File: src/rtl/dvp_axis_cap.sv
// dvp_axis_cap: parallel-camera (DVP) capture to AXI4-Stream master.
//
// Samples FV/LV/D_IN on pclk, packs PPC pixels per beat (first pixel in the LSBs),
// marks the first beat of a frame on tuser and the last beat of a line on tlast,
// and buffers beats in a first-word-fall-through FIFO to absorb backpressure.
//
// Optional feature macro: CAP_LINE_CHECK_EN
//   defined   : line length / line count checking, pixels beyond WIDTH discarded,
//               tlast forced on the beat completing pixel WIDTH.
//   undefined : err_line_len / err_line_cnt tied 0, every pixel while LV is high
//               is captured, tlast marks the beat at the LV fall.
//
// Ports:
//   pclk, resetn            pixel clock, asynchronous active-low reset
//   enable                  capture enable, sampled at FV rise
//   err_clr                 one-cycle pulse clearing the sticky error flags
//   FV, LV, D_IN            sensor frame valid, line valid, pixel data
//   m_axis_t*               AXI4-Stream master (tuser = SOF, tlast = EOL)
//   frame_cnt               completed frames, wrapping 16-bit counter
//   err_overflow            sticky: a beat was lost to a full FIFO
//   err_line_len            sticky: a line length differed from WIDTH
//   err_line_cnt            sticky: a frame line count differed from HEIGTH
module dvp_axis_cap #(
  parameter int unsigned DATA_W     = 8,
  parameter int unsigned PPC        = 1,
  parameter int unsigned WIDTH      = 640,
  parameter int unsigned HEIGTH     = 480,
  parameter int unsigned FIFO_DEPTH = 16
) (
  input  logic                  pclk,
  input  logic                  resetn,
  input  logic                  enable,
  input  logic                  err_clr,
  input  logic                  FV,
  input  logic                  LV,
  input  logic [DATA_W-1:0]     D_IN,
  input  logic                  m_axis_tready,
  output logic                  m_axis_tvalid,
  output logic [PPC*DATA_W-1:0] m_axis_tdata,
  output logic                  m_axis_tuser,
  output logic                  m_axis_tlast,
  output logic [15:0]           frame_cnt,
  output logic                  err_overflow,
  output logic                  err_line_len,
  output logic                  err_line_cnt
);

`ifdef CAP_LINE_CHECK_EN
  localparam bit LineCheck = 1'b1;
`else
  localparam bit LineCheck = 1'b0;
`endif

  localparam int unsigned BeatW = PPC * DATA_W;
  localparam int unsigned IdxW  = (PPC > 1) ? $clog2(PPC) : 1;
  localparam int unsigned PixW  = $clog2(WIDTH + 1);
  localparam int unsigned PtrW  = $clog2(FIFO_DEPTH);
  localparam logic [IdxW-1:0] LastIdx = IdxW'(PPC - 1);

  typedef enum logic [1:0] {StSync, StWaitFrame, StActive, StDrop} state_e;

  state_e state_q;

  // Input register stage and edge detection
  logic              fv_q, fv_qq, lv_q, lv_qq;
  logic [DATA_W-1:0] d_q;

  always_ff @(posedge pclk or negedge resetn) begin
    if (!resetn) begin
      // FV history resets high so a frame already in progress never looks like a rise.
      fv_q  <= 1'b1;
      fv_qq <= 1'b1;
      lv_q  <= 1'b0;
      lv_qq <= 1'b0;
      d_q   <= '0;
    end else begin
      fv_q  <= FV;
      fv_qq <= fv_q;
      lv_q  <= LV;
      lv_qq <= lv_q;
      d_q   <= D_IN;
    end
  end

  logic fv_rise, fv_fall, lv_fall, start, capture;
  assign fv_rise = fv_q & ~fv_qq;
  assign fv_fall = ~fv_q & fv_qq;
  assign lv_fall = ~lv_q & lv_qq;
  assign start   = (state_q == StWaitFrame) & fv_rise & enable;
  assign capture = (state_q == StActive) & fv_q & lv_q;

  // Packer
  logic [IdxW-1:0]  pix_idx_q;
  logic [BeatW-1:0] pack_q, pix_ins;
  logic [PixW-1:0]  line_pix_q;
  logic             overlong_q, sof_q;
  logic             wr_v_q, wr_user_q, wr_last_q;
  logic [BeatW-1:0] wr_data_q;
  logic             pix_ok;

  assign pix_ok = !LineCheck || (line_pix_q < PixW'(WIDTH));

  always_comb begin
    pix_ins = pack_q;
    for (int i = 0; i < PPC; i++) begin
      if (pix_idx_q == IdxW'(i)) pix_ins[i*DATA_W +: DATA_W] = d_q;
    end
  end

  always_ff @(posedge pclk or negedge resetn) begin
    if (!resetn) begin
      pix_idx_q  <= '0;
      pack_q     <= '0;
      line_pix_q <= '0;
      overlong_q <= 1'b0;
      sof_q      <= 1'b0;
      wr_v_q     <= 1'b0;
      wr_data_q  <= '0;
      wr_user_q  <= 1'b0;
      wr_last_q  <= 1'b0;
    end else begin
      wr_v_q <= 1'b0;
      if (start) begin
        pix_idx_q  <= '0;
        pack_q     <= '0;
        line_pix_q <= '0;
        overlong_q <= 1'b0;
        sof_q      <= 1'b1;
      end else if (state_q != StActive) begin
        pix_idx_q  <= '0;
        pack_q     <= '0;
        line_pix_q <= '0;
        overlong_q <= 1'b0;
      end else if (capture) begin
        if (pix_ok) begin
          line_pix_q <= line_pix_q + 1'b1;
          if (pix_idx_q == LastIdx) begin
            wr_v_q    <= 1'b1;
            wr_data_q <= pix_ins;
            wr_user_q <= sof_q;
            wr_last_q <= LineCheck && (line_pix_q == PixW'(WIDTH - 1));
            sof_q     <= 1'b0;
            pack_q    <= '0;
            pix_idx_q <= '0;
          end else begin
            pack_q    <= pix_ins;
            pix_idx_q <= pix_idx_q + 1'b1;
          end
        end else begin
          overlong_q <= 1'b1;
        end
      end else if (lv_fall) begin
        line_pix_q <= '0;
        overlong_q <= 1'b0;
        pack_q     <= '0;
        pix_idx_q  <= '0;
        // Partial beat: upper pixels are already zero in pack_q.
        if (pix_idx_q != '0) begin
          wr_v_q    <= 1'b1;
          wr_data_q <= pack_q;
          wr_user_q <= sof_q;
          wr_last_q <= 1'b1;
          sof_q     <= 1'b0;
        end
      end
    end
  end

  // FIFO (first-word-fall-through)
  logic [BeatW+1:0] mem [FIFO_DEPTH];
  logic [PtrW:0]    wr_ptr_q, rd_ptr_q;
  logic             empty, full, rd_en, wr_en, push, overflow;
  logic             wr_last_eff;

  assign empty    = (wr_ptr_q == rd_ptr_q);
  assign full     = (wr_ptr_q[PtrW] != rd_ptr_q[PtrW]) &&
                    (wr_ptr_q[PtrW-1:0] == rd_ptr_q[PtrW-1:0]);
  assign rd_en    = ~empty & m_axis_tready;
  assign wr_en    = wr_v_q & (state_q != StDrop);
  assign push     = wr_en & (~full | rd_en);
  assign overflow = wr_en & full & ~rd_en;
  // A full beat followed directly by the LV fall is the last beat of its line.
  assign wr_last_eff = wr_last_q | lv_fall;

  always_ff @(posedge pclk) begin
    if (push) mem[wr_ptr_q[PtrW-1:0]] <= {wr_user_q, wr_last_eff, wr_data_q};
  end

  always_ff @(posedge pclk or negedge resetn) begin
    if (!resetn) begin
      wr_ptr_q <= '0;
      rd_ptr_q <= '0;
    end else begin
      if (push)  wr_ptr_q <= wr_ptr_q + 1'b1;
      if (rd_en) rd_ptr_q <= rd_ptr_q + 1'b1;
    end
  end

  logic [BeatW+1:0] head;
  assign head = empty ? '0 : mem[rd_ptr_q[PtrW-1:0]];
  assign m_axis_tvalid = ~empty;
  assign {m_axis_tuser, m_axis_tlast, m_axis_tdata} = head;

  // Frame FSM, counters and sticky flags
  logic [15:0] line_cnt_q, lines_total;
  logic        err_ovf_q, err_len_q, err_cnt_q;
  logic        len_bad, cnt_bad;

  assign lines_total = line_cnt_q + 16'(lv_fall);
  assign len_bad = (state_q == StActive) & lv_fall &
                   ((line_pix_q != PixW'(WIDTH)) | overlong_q);
  assign cnt_bad = (state_q == StActive) & fv_fall & (lines_total != 16'(HEIGTH));

  always_ff @(posedge pclk or negedge resetn) begin
    if (!resetn) begin
      state_q    <= StSync;
      frame_cnt  <= '0;
      line_cnt_q <= '0;
      err_ovf_q  <= 1'b0;
      err_len_q  <= 1'b0;
      err_cnt_q  <= 1'b0;
    end else begin
      unique case (state_q)
        StSync: begin
          if (!fv_q) state_q <= StWaitFrame;
        end
        StWaitFrame: begin
          if (start) begin
            state_q    <= StActive;
            line_cnt_q <= '0;
          end
        end
        StActive: begin
          if (fv_fall) begin
            state_q    <= StWaitFrame;
            line_cnt_q <= '0;
            if (!overflow) frame_cnt <= frame_cnt + 1'b1;
          end else begin
            if (overflow) state_q <= StDrop;
            if (lv_fall) line_cnt_q <= line_cnt_q + 1'b1;
          end
        end
        StDrop: begin
          if (fv_fall) state_q <= StWaitFrame;
        end
        default: state_q <= StSync;
      endcase
      // Set wins over a simultaneous clear.
      err_ovf_q <= overflow | (err_ovf_q & ~err_clr);
      err_len_q <= len_bad  | (err_len_q & ~err_clr);
      err_cnt_q <= cnt_bad  | (err_cnt_q & ~err_clr);
    end
  end

  assign err_overflow = err_ovf_q;
  assign err_line_len = LineCheck & err_len_q;
  assign err_line_cnt = LineCheck & err_cnt_q;

endmodule

File: config.mk
export PLATFORM = sky130hd
export DESIGN_NAME = dvp_axis_cap
export DESIGN_NICKNAME = d
export VERILOG_FILES = /design/src/rtl/dvp_axis_cap.sv
export SDC_FILE = /design/constraint.sdc
export NUM_CORES = 1
export LEC_CHECK = 0
export BUFFER_PORTS_ARGS = -buffer_cell sky130_fd_sc_hd__buf_2
export CORE_ASPECT_RATIO = 1.4
export CORE_UTILIZATION = 58
export CTS_BUF_LIST = sky130_fd_sc_hd__clkbuf_4 sky130_fd_sc_hd__clkbuf_8
export DETAILED_ROUTE_END_ITERATION = 8
export GPL_ROUTABILITY_DRIVEN = 0
export PLACE_DENSITY = 0.81
export SLEW_MARGIN = 20
export SYNTH_ARGS = -nofsm -noshare
export SYNTH_HDL_FRONTEND = slang
export SYNTH_SLANG_ARGS = --single-unit
File: constraint.sdc
create_clock -name pclk -period 3.4 [get_ports pclk]
set_input_delay 0.34 -clock pclk [delete_from_list [all_inputs] [get_ports pclk]]
set_output_delay 0.34 -clock pclk [all_outputs]
set_load 0.01 [all_outputs]
After elaboration in Yosys (flattened, before gate mapping)
Memory sizes are Yosys's and may differ from the RTL's.
Index checks and enable logic that the tools add are counted.

word-level totals
  register bits after elaboration = 62
  latch bits = 0
  memory bits (writable) = 160
  bits in read-only memories = 0
  word-level logic and storage cells = 117
  memories kept = 1

cells by class
  $add $sub $neg = 4
  $mul = 0
  div/mod/pow operators = 0
  magnitude comparators = 0
  equal/unequal tests = 15
  shift-type cells = 0
  mux-type cells = 43
  bitwise logic cells = 26
  reduce and logical (&&, ||, !) cells = 11

memory list
  memory  words  width  rd ports  clocked after Yosys merged registers in  write ports  RTL line  RTL
  mem     16     10     1         0                                        1            170       logic [BeatW+1:0] mem [FIFO_DEPTH];

operators by type and width
  cell                                                              count
  8-bit 2-to-1 mux                                                  10
  1-bit 2-to-1 mux                                                  26
  16-bit by 1-bit adder with 16-bit output (second input constant)  1
  2-bit != test (second input constant)                             7
  1-bit AND                                                         13
  5-bit by 1-bit adder with 5-bit output (second input constant)    2
  10-bit 2-to-1 mux                                                 1
  2-bit 2-to-1 mux                                                  5
  1-bit NOT                                                         10
  2-bit one-hot mux with 4 select lines                             1
  4-bit AND reduction                                               2
  3-bit != test (second input constant)                             2
  3-bit nonzero test                                                2
  5-bit == test                                                     1
  5-bit AND reduction                                               1
  2-bit == test (second input constant)                             2
  4-bit == test                                                     1
  2-bit nonzero test                                                2
  4-bit nonzero test                                                1
  1-bit bitwise OR                                                  3
  3-bit AND reduction                                               1
  2-bit by 1-bit == test with 1-bit output (second input constant)  1
  2-bit logical NOT                                                 1
  1-bit adder (second input constant)                               1
  2 further kinds                                                   2

Longest topological paths before layout
Gate-level depths: netlist of run 1.

  word-level depth = 8
  gate-level depth with buffers = 7
  mapped depth without buffers = 7

Worst setup path before layout of run 1
No wires, ideal clock.

  path type = register to register
  from = register rd_ptr_q[2]
  to = memory mem[3][0] (netlist name), enable pin
  arrival time = 1,986 ps
  required time = 3,010 ps
  slack = 1,024 ps
  stages on the path, launching flop included = 7
  path buffers = 1
  period minus slack after synthesis = 2,376 ps
  cell sequence = dfrtp_1 buf_4 xor2_1 nor4_4 a21oi_2 nand2_1 nor3_1

between the ends
  word-level cells in the longest chain between the ends = 7
  elaborated cells between the ends (all ways) = 10
  those cells by class = eq/ne: 2; mux: 2; bitwise: 5; reduce/logical: 1

RTL lines
  what                                            RTL line  RTL
  from (decl)                                     171       logic [PtrW:0] wr_ptr_q, rd_ptr_q;
  from (signal assigned)                          195       if (rd_en) rd_ptr_q <= rd_ptr_q + 1'b1;
  5-bit == test or 4-bit == test (tied branches)  175, 177
  1-bit NOT or 1-bit logical AND (tied branches)  178, 176
  1-bit AND or 1-bit NOT (tied branches)          178, 180
  1-bit bitwise OR (*)                            180       assign push = wr_en & (~full | rd_en);
  1-bit AND (*)                                   180
  1-bit 2-to-1 mux (*)                            186       if (push) mem[wr_ptr_q[PtrW-1:0]] <= {wr_user_q, wr_last_eff, wr_data_q};
  1-bit 2-to-1 mux (implied by the code) (*)      186
  to (decl)                                       170

Mark *: on every way between the ends. The rest lies on a longest branch, timed or not.

Worst setup path after layout of run 1
  from = register rd_ptr_q[0]
  to = output m_axis_tlast

between the ends
  word-level cells in the longest chain between the ends = 2
  elaborated cells between the ends (all ways) = 3
  those cells by class = eq/ne: 1; mux: 1; memory: 1

RTL lines
  what                                                 RTL line  RTL
  memory 16 x 10 bit or 5-bit == test (tied branches)  n/a
  10-bit 2-to-1 mux (*)                                200       assign head = empty ? '0 : mem[rd_ptr_q[PtrW-1:0]];
  to (decl)                                            41        output logic m_axis_tlast,

Marked as above.

==> reports/results.ini, run 1 <==
[status]
outcome=complete, no violations

[drt]
drt-initial-drc-count=251
vias_per_cell=5.915
drt_wl_total_mm=15.74
post-route-drc-count=0
drt.antenna.violating_nets=0
drt_pass1_iterations=4
post_drt_wl_per_cell_um=21.18
vias=4395

[floorplanning]
design.die.area_um2=15050
die_x_um=104.0
design.core.area_um2=14040
floorplan.die.height_um=144.7
fp-row-count=51
floorplan.initialDensity_pct=60.13
pin_count=45

[yosys]
netlist_top_cells_count=160 x edfxtp_1, 51 x dfrtp_1, 40 x mux4_2, 20 x a22oi_1
synth.area.top_cells=edfxtp_1 57%, dfrtp_1 15%, mux4_2 11%
syn-instance-count=451
synth-edff-count=160
synth.ff_latch_count=213
synth_cell_types=44
fraction_of_the_yosys_area_taken_by_sequential_cells_pct=72.65
asyncSetResetFlopFracSynth_pct=24.88
synth_warnings=0
commonest_register_cell_after_synthesis=edfxtp_1
post-synth-top-count-cell=edfxtp_1
synthesis.area_per_instance_um2=18.72
synth_top_area_share_pct=56.91
synth.largest_area_cell=edfxtp_1
cell_area_after_technology_mapping_um2=8442

[grt]
grt_max_degree=44
global_route.overflow_total=0
grt_antenna_before_repair=0
grt_pass1_wl_mm=24.67
grt_pass1_vias=4630
track_usage_pct=22.16

[run]
timing.max_cap.violations=0

[sta]
period_utilisation_layout_pct=89.12
rsz_0062_raised_after_global_routing=no
fin_worst_skew_ns=0.01233
maxClockFrequency_mhz=330.0
timing.final.hold_violations=0
max_slew.worst_pin.slew_ns=0.9015
setup_violations=0
final.min_clock_period_ns=3.030
timing.final.max_slew_violations=0
maxSlewHeadroom_pct=39.78
summed_negative_setup_slack_over_all_endpoints_ns=0

[final_layout]
insertedDiodeCount=0
layout.nets=560
area_delta_synth_final_pct=14.60
footprint_of_the_multi_input_gates_um2=2158
total_area_of_sequential_cells_um2=6136
fillCellCount=915
final_cell_area_um2=9674
post_route_cells_drive_above_1_share_pct=32.26

[clock_tree]
cts_tree=done
cts_buffers=30
cts_sinks=213
clkTransAtPathRegs_ns=0.06
cts.htree.levels=1
cts_post_setup_buffers_inserted=0
clock_insertion_delay_worst_skew_ns=0.53
clockBufferDepth=3
cts_root_buffer=clkbuf_8

[pwr]
power-per-cell-area_nw_per_um2=742.0
power_frac_seq_pct=47.1
irDropWorstVdd_v=0.0004702
p_sw_mw=2.075
intPower_mw=5.103
combPwrFrac_pct=24.6
netSwitchingFraction_pct=28.91
cellLeakagePower_nw=3.536
power.clock.fraction_pct=28.3

[placed_design]
hpwl_mm=10.20
io_buffer_count=42
placedInstanceArea_um2=8921

[worst_setup_path]
crit_path_max_fanout=15
slowest_delay_ns=0.62
timing.critical_path.from_type=register
critical_path_arrival_ns=2.69
endpoint_kind=primary output
crit_slowest_cell=and2_1
path_class=reg2out
crit_path_cell_trace=xor2_2 > nor4_4 > and2_1 > a21oi_1 > buf_2
critPathRequiredTime_ns=3.06

[hold_path]
hold_path.class=in2reg

==> state kept, by name (all words and copies together), names as in the netlist <==
register	count
lv_q	1
mem	160
wr_user_q	1
sof_q	1
lv_qq	1
state_q	2
rd_ptr_q	5
wr_ptr_q	5
fv_qq	1
fv_q	1
d_q	8
frame_cnt	16
wr_v_q	1
wr_data_q	8
wr_last_q	1
err_overflow	1
==> cells by family after synthesis <==
family / after synthesis / share of synthesized area [%]
AOI/OAI and AO/OA: 43 / 3.527
adders and majority gates: 11 / 1.630
and+or+nand+nor: 71 / 4.669
buffers and inverters: 31 / 1.823
xor gates and xnor gates: 28 / 3.261
muxes: 53 / 12.39
other: 1 / 0.04442
DFF: 213 / 72.65
==> worst paths after layout <==
kind / from / to / slack (ns) / cells after the start
worst min register to register: fv_q / fv_qq / 0.41 / 0
worst max-delay path: rd_ptr_q[0] / m_axis_tlast / 0.37 / 5
worst min-delay path: err_clr / err_overflow / 0.09 / 3
min in group asynchronous: resetn / state_q[0] / 0.27 / 2
worst max register to register: rd_ptr_q[0] / rd_ptr_q[1] / 0.86 / 5
max in group asynchronous: resetn / rd_ptr_q[1] / 2.33 / 3
==> power groups by stage <==
| stage | Combinational [mW] | Clock (mW) | Sequential (mW) |
|---|---|---|---|
| final | 1.76 | 2.03 | 3.38 |
| after global routing | 1.91 | 2.18 | 3.41 |
| after CTS | 1.78 | 2.07 | 3.38 |
| after detailed placement | 1.77 | 0 | 3.43 |
| after global placement | 1.72 | 0 | 3.40 |
| after floorplan | 1.39 | 0 | 3.27 |
==> layer usage <==
layer	GRT usage, %	up-vias	part of all wire, %
met2	40.25	186	53
met1	26.12	2247	37
met3	3.896	35	6.1
met4	9.699	0	2.9
li1	-	1927	-
met5	0	-	0
==> worst max-delay path: cells and delay by family, from the launching register on <==
kind                      cells  cell delay [ns]
and+or+nand+nor               2             1.04
DFF                           1             0.56
xor gates and xnor gates      1             0.22
buffers and inverters         1             0.18
AOI/OAI and AO/OA             1             0.13
==> cells in the final DEF (no fill, tap or decap), drive strengths merged, types with 13 or more instances in the layout <==
master,count
nand2,13
a21oi,13
a22oi,20
dfrtp,51
edfxtp,160
clkbuf,51
nor2,16
buf,60
xnor2,17
mux4,40
==> through the flow <==
step | util (%) | worst slack, ns | hold slack, ns | total power, mW | std cells
4_1_cts | 68.91 | 0.3469 | 0.05758 | 7.231 | 743
2_1_floorplan | - | 1.024 | 0.04441 | 4.660 | 452
3_5_place_dp | 63.55 | 0.8554 | 0.2976 | 5.190 | 676
3_3_place_gp | 63.55 | 0.9527 | 0.3019 | 5.120 | 676
6_report | 68.91 | 0.3701 | 0.08619 | 7.179 | 743
5_1_grt | 68.91 | 0.1628 | 0.08006 | 7.500 | 743
==> final cells by class <==
class	count	share of cell area [%]
multi-input cells	208	22.31
clock buffers	51	6.156
repair buffers	71	4.837
well taps	185	2.393
flip-flops and latches	213	63.42
clock inverters	5	0.4915
inverters	10	0.3880
==> what timing repair did <==
action,in CTS,in global routing
hold buffers,11,0
endpoints found under the hold margin,27,0
gates resized for setup,0,0
No activity file was read; power rests on OpenSTA's default activity.
==> run 2, diff against run 1 <==
- GPL_TIMING_DRIVEN: not set -> 0
==> reports/results.ini, run 2 (synthesized netlist as in run 1, its figures left out) <==
[status]
outcome=complete, no violations

[grt]
track_usage_pct=21.74  ; -0.41 points
grt_max_degree=54  ; +23%
global_route.overflow_total=0  ; unchanged
grt_pass1_vias=4663  ; +0.71%
grt_pass1_wl_mm=24.48  ; -0.75%
grt_antenna_before_repair=0  ; unchanged

[final_layout]
area_delta_synth_final_pct=13.67
final_cell_mix=160 x edfxtp_1, 51 x dfrtp_1, 47 x buf_2
largest_reg_flops=160  ; unchanged
mostFrequentLayoutCell=edfxtp_1
post_route_cells_drive_above_1_share_pct=30.71  ; -1.5 points
insertedDiodeCount=0  ; unchanged
final_cell_area_um2=9595  ; -0.81%
layout.nets=564  ; +0.71%
utilization_pct=68.35  ; -0.56 points

[placed_design]
io_buffer_count=42  ; unchanged
placedInstanceArea_um2=8922  ; about the same
hpwl_mm=10.52  ; +3.1%
detailedPlace.worstSlack_ns=0.6357  ; -0.2196 ns

[clock_tree]
cts_buffers=29  ; -3.3%
clockBufferDepth=3  ; unchanged
clkTransAtPathRegs_ns=0.07  ; about the same
cts_tree=done
cts_root_buffer=clkbuf_8
cts_post_setup_buffers_inserted=0  ; unchanged
cts.repair.resized=0  ; unchanged
cts.htree.levels=1  ; unchanged
cts_sinks=213  ; unchanged
clock_insertion_delay_worst_skew_ns=0.55  ; +0.02 ns

[drt]
drt.antenna.violating_nets=0  ; unchanged
post-route-drc-count=0  ; unchanged
drt_wl_total_mm=15.61  ; -0.79%
vias_per_cell=5.851  ; -1.1%
post_drt_wl_per_cell_um=20.96  ; -1.1%
vias=4359  ; -0.82%
drt_pass1_iterations=5  ; +1
drt-initial-drc-count=273  ; +8.8%

[sta]
max_slew.worst_pin.slew_ns=1.102  ; +0.2001 ns
timing.final.max_slew_violations=0  ; unchanged
final.min_clock_period_ns=2.892  ; -0.1378 ns
timing.final.hold_violations=0  ; unchanged
maxClockFrequency_mhz=345.8  ; +4.8%
setup_violations=0  ; unchanged
rsz_0062_raised_after_global_routing=no
fin_worst_skew_ns=0.02346  ; +0.01113 ns
maxSlewHeadroom_pct=26.29  ; -13 points
final.setup.worst_slack_ns=0.5078  ; +0.1378 ns
summed_negative_setup_slack_over_all_endpoints_ns=0  ; unchanged
period_utilisation_layout_pct=85.06  ; -4.1 points

[hold_path]
hold_path.class=in2reg
timing.hold.worst_path_depth=3  ; unchanged

[worst_setup_path]
path_depth=8  ; +3
crit_path_max_fanout=10  ; -5
category_of_cells_accounting_for_the_largest_share_of_critical_path_delay=buffers and inverters
timing.reg2reg.worst_path_depth=6  ; +1
critical_path.startpoint=rd_ptr_q[0]
worst_reg_to_reg_setup_slack_ns=0.67  ; -0.19 ns
path_class=reg2out
crit_path_cell_trace=buf_4 > xor2_2 > nor4_4 > and2_1 > buf_4 > buf_2 > a21oi_1 > buf_2
timing.rr.start=wr_ptr_q[3]
crit_slowest_cell=nor4_4
worstReg2RegEnd=mem[5][5]
critPathBufInv=4  ; +3
slowest_delay_ns=0.45  ; -0.17 ns
critPathRequiredTime_ns=3.06  ; about the same
timing.critical_path.from_type=register
cp-endpoint=m_axis_tdata[3]
endpoint_kind=primary output
critical_path_arrival_ns=2.55  ; -0.14 ns

[pwr]
intPower_mw=4.923  ; -3.5%
cellLeakagePower_nw=3.483  ; -1.5%
power_frac_seq_pct=46.5  ; -0.6 points
fin_total_pwr_mw=7.071  ; -1.5%
power.clock.fraction_pct=26.0  ; -2.3 points
combPwrFrac_pct=27.5  ; +2.9 points
irDropWorstVdd_v=0.0005500  ; +17%
netSwitchingFraction_pct=30.38  ; +1.5 points
p_sw_mw=2.148  ; +3.5%
power-per-cell-area_nw_per_um2=736.9  ; -0.69%

[floorplanning]
design.core.area_um2=14040  ; unchanged
floorplan.initialDensity_pct=60.13  ; unchanged
die_x_um=104.0  ; unchanged
fp-row-count=51  ; unchanged
design.die.area_um2=15050  ; unchanged
pin_count=45  ; unchanged
floorplan.die.height_um=144.7  ; unchanged

[run]
timing.max_cap.violations=0  ; unchanged

[run 2: cell count changes in the layout (fill, tap and decap cells not counted), moves of 5 or more]
cell	change
clkbuf_1	+7
clkinv_1	+7
buf_2	+5
clkbuf_4	-10
buf_4	-8
clkbuf_8	-5
[run 2: tightest hold or removal path, delay by kind of cell]
| kind | cells | cell delay, ns |
|---|---|---|
| AOI/OAI and AO/OA | 1 | 0.10 |
| buffers and inverters | 2 | 0.14 |
[run 2: final cells by class]
| cell class | count | area [µm²] |
|---|---|---|
| Clock buffer | 36 | 451.7 |
| Buffer | 21 | 116.4 |
| Fill cell | 910 | 4443 |
| Sequential cell | 213 | 6133 |
| Multi-Input combinational cell | 208 | 2186 |
| Clock inverter | 17 | 101.3 |
| Timing Repair Buffer | 55 | 337.8 |
| Inverter | 10 | 37.54 |
| Tap cell | 185 | 231.5 |
[run 2: metal layers]
layer	wire (µm)	vias to the layer above	global-route usage, %
met3	927	41	2.866
met4	482	0	9.549
met2	8408	194	40.21
met1	5796	2191	25.65
li1	-	1933	-
met5	0	-	0
[run 2: what timing repair did]
| item | CTS | global route |
|---|---|---|
| hold buffers | 10 | 1 |
| endpoints found under the hold margin | 10 | 51 |
| setup endpoints to repair | 0 | 0 |
[run 2: power by group through the flow]
stage          combinational (mW)  sequential [mW]  clock, mW
2_1_floorplan                1.39             3.27          0
3_3_place_gp                 1.88             3.32          0
3_5_place_dp                 1.94             3.34          0
4_1_cts                      1.96             3.29       1.87
5_1_grt                      2.10             3.32       1.96
6_report                     1.94             3.29       1.84
[run 2: how the worst min path moves through the flow]
stage               slack, ns            to     from
detailed placement       0.40         fv_qq     fv_q
finish                   0.06  err_overflow  err_clr
global route             0.06  err_overflow  err_clr
floorplan                0.04        d_q[0]   resetn
global placement         0.39         fv_qq     fv_q
CTS                      0.04    state_q[1]   resetn
[run 2: metrics by stage]
stage / instances / hold WS (ns)
after floorplan: 452 / 0.04441
after global placement: 679 / 0.3929
after detailed placement: 681 / 0.3953
after CTS: 744 / 0.04176
after global routing: 745 / 0.05650
final: 745 / 0.06093
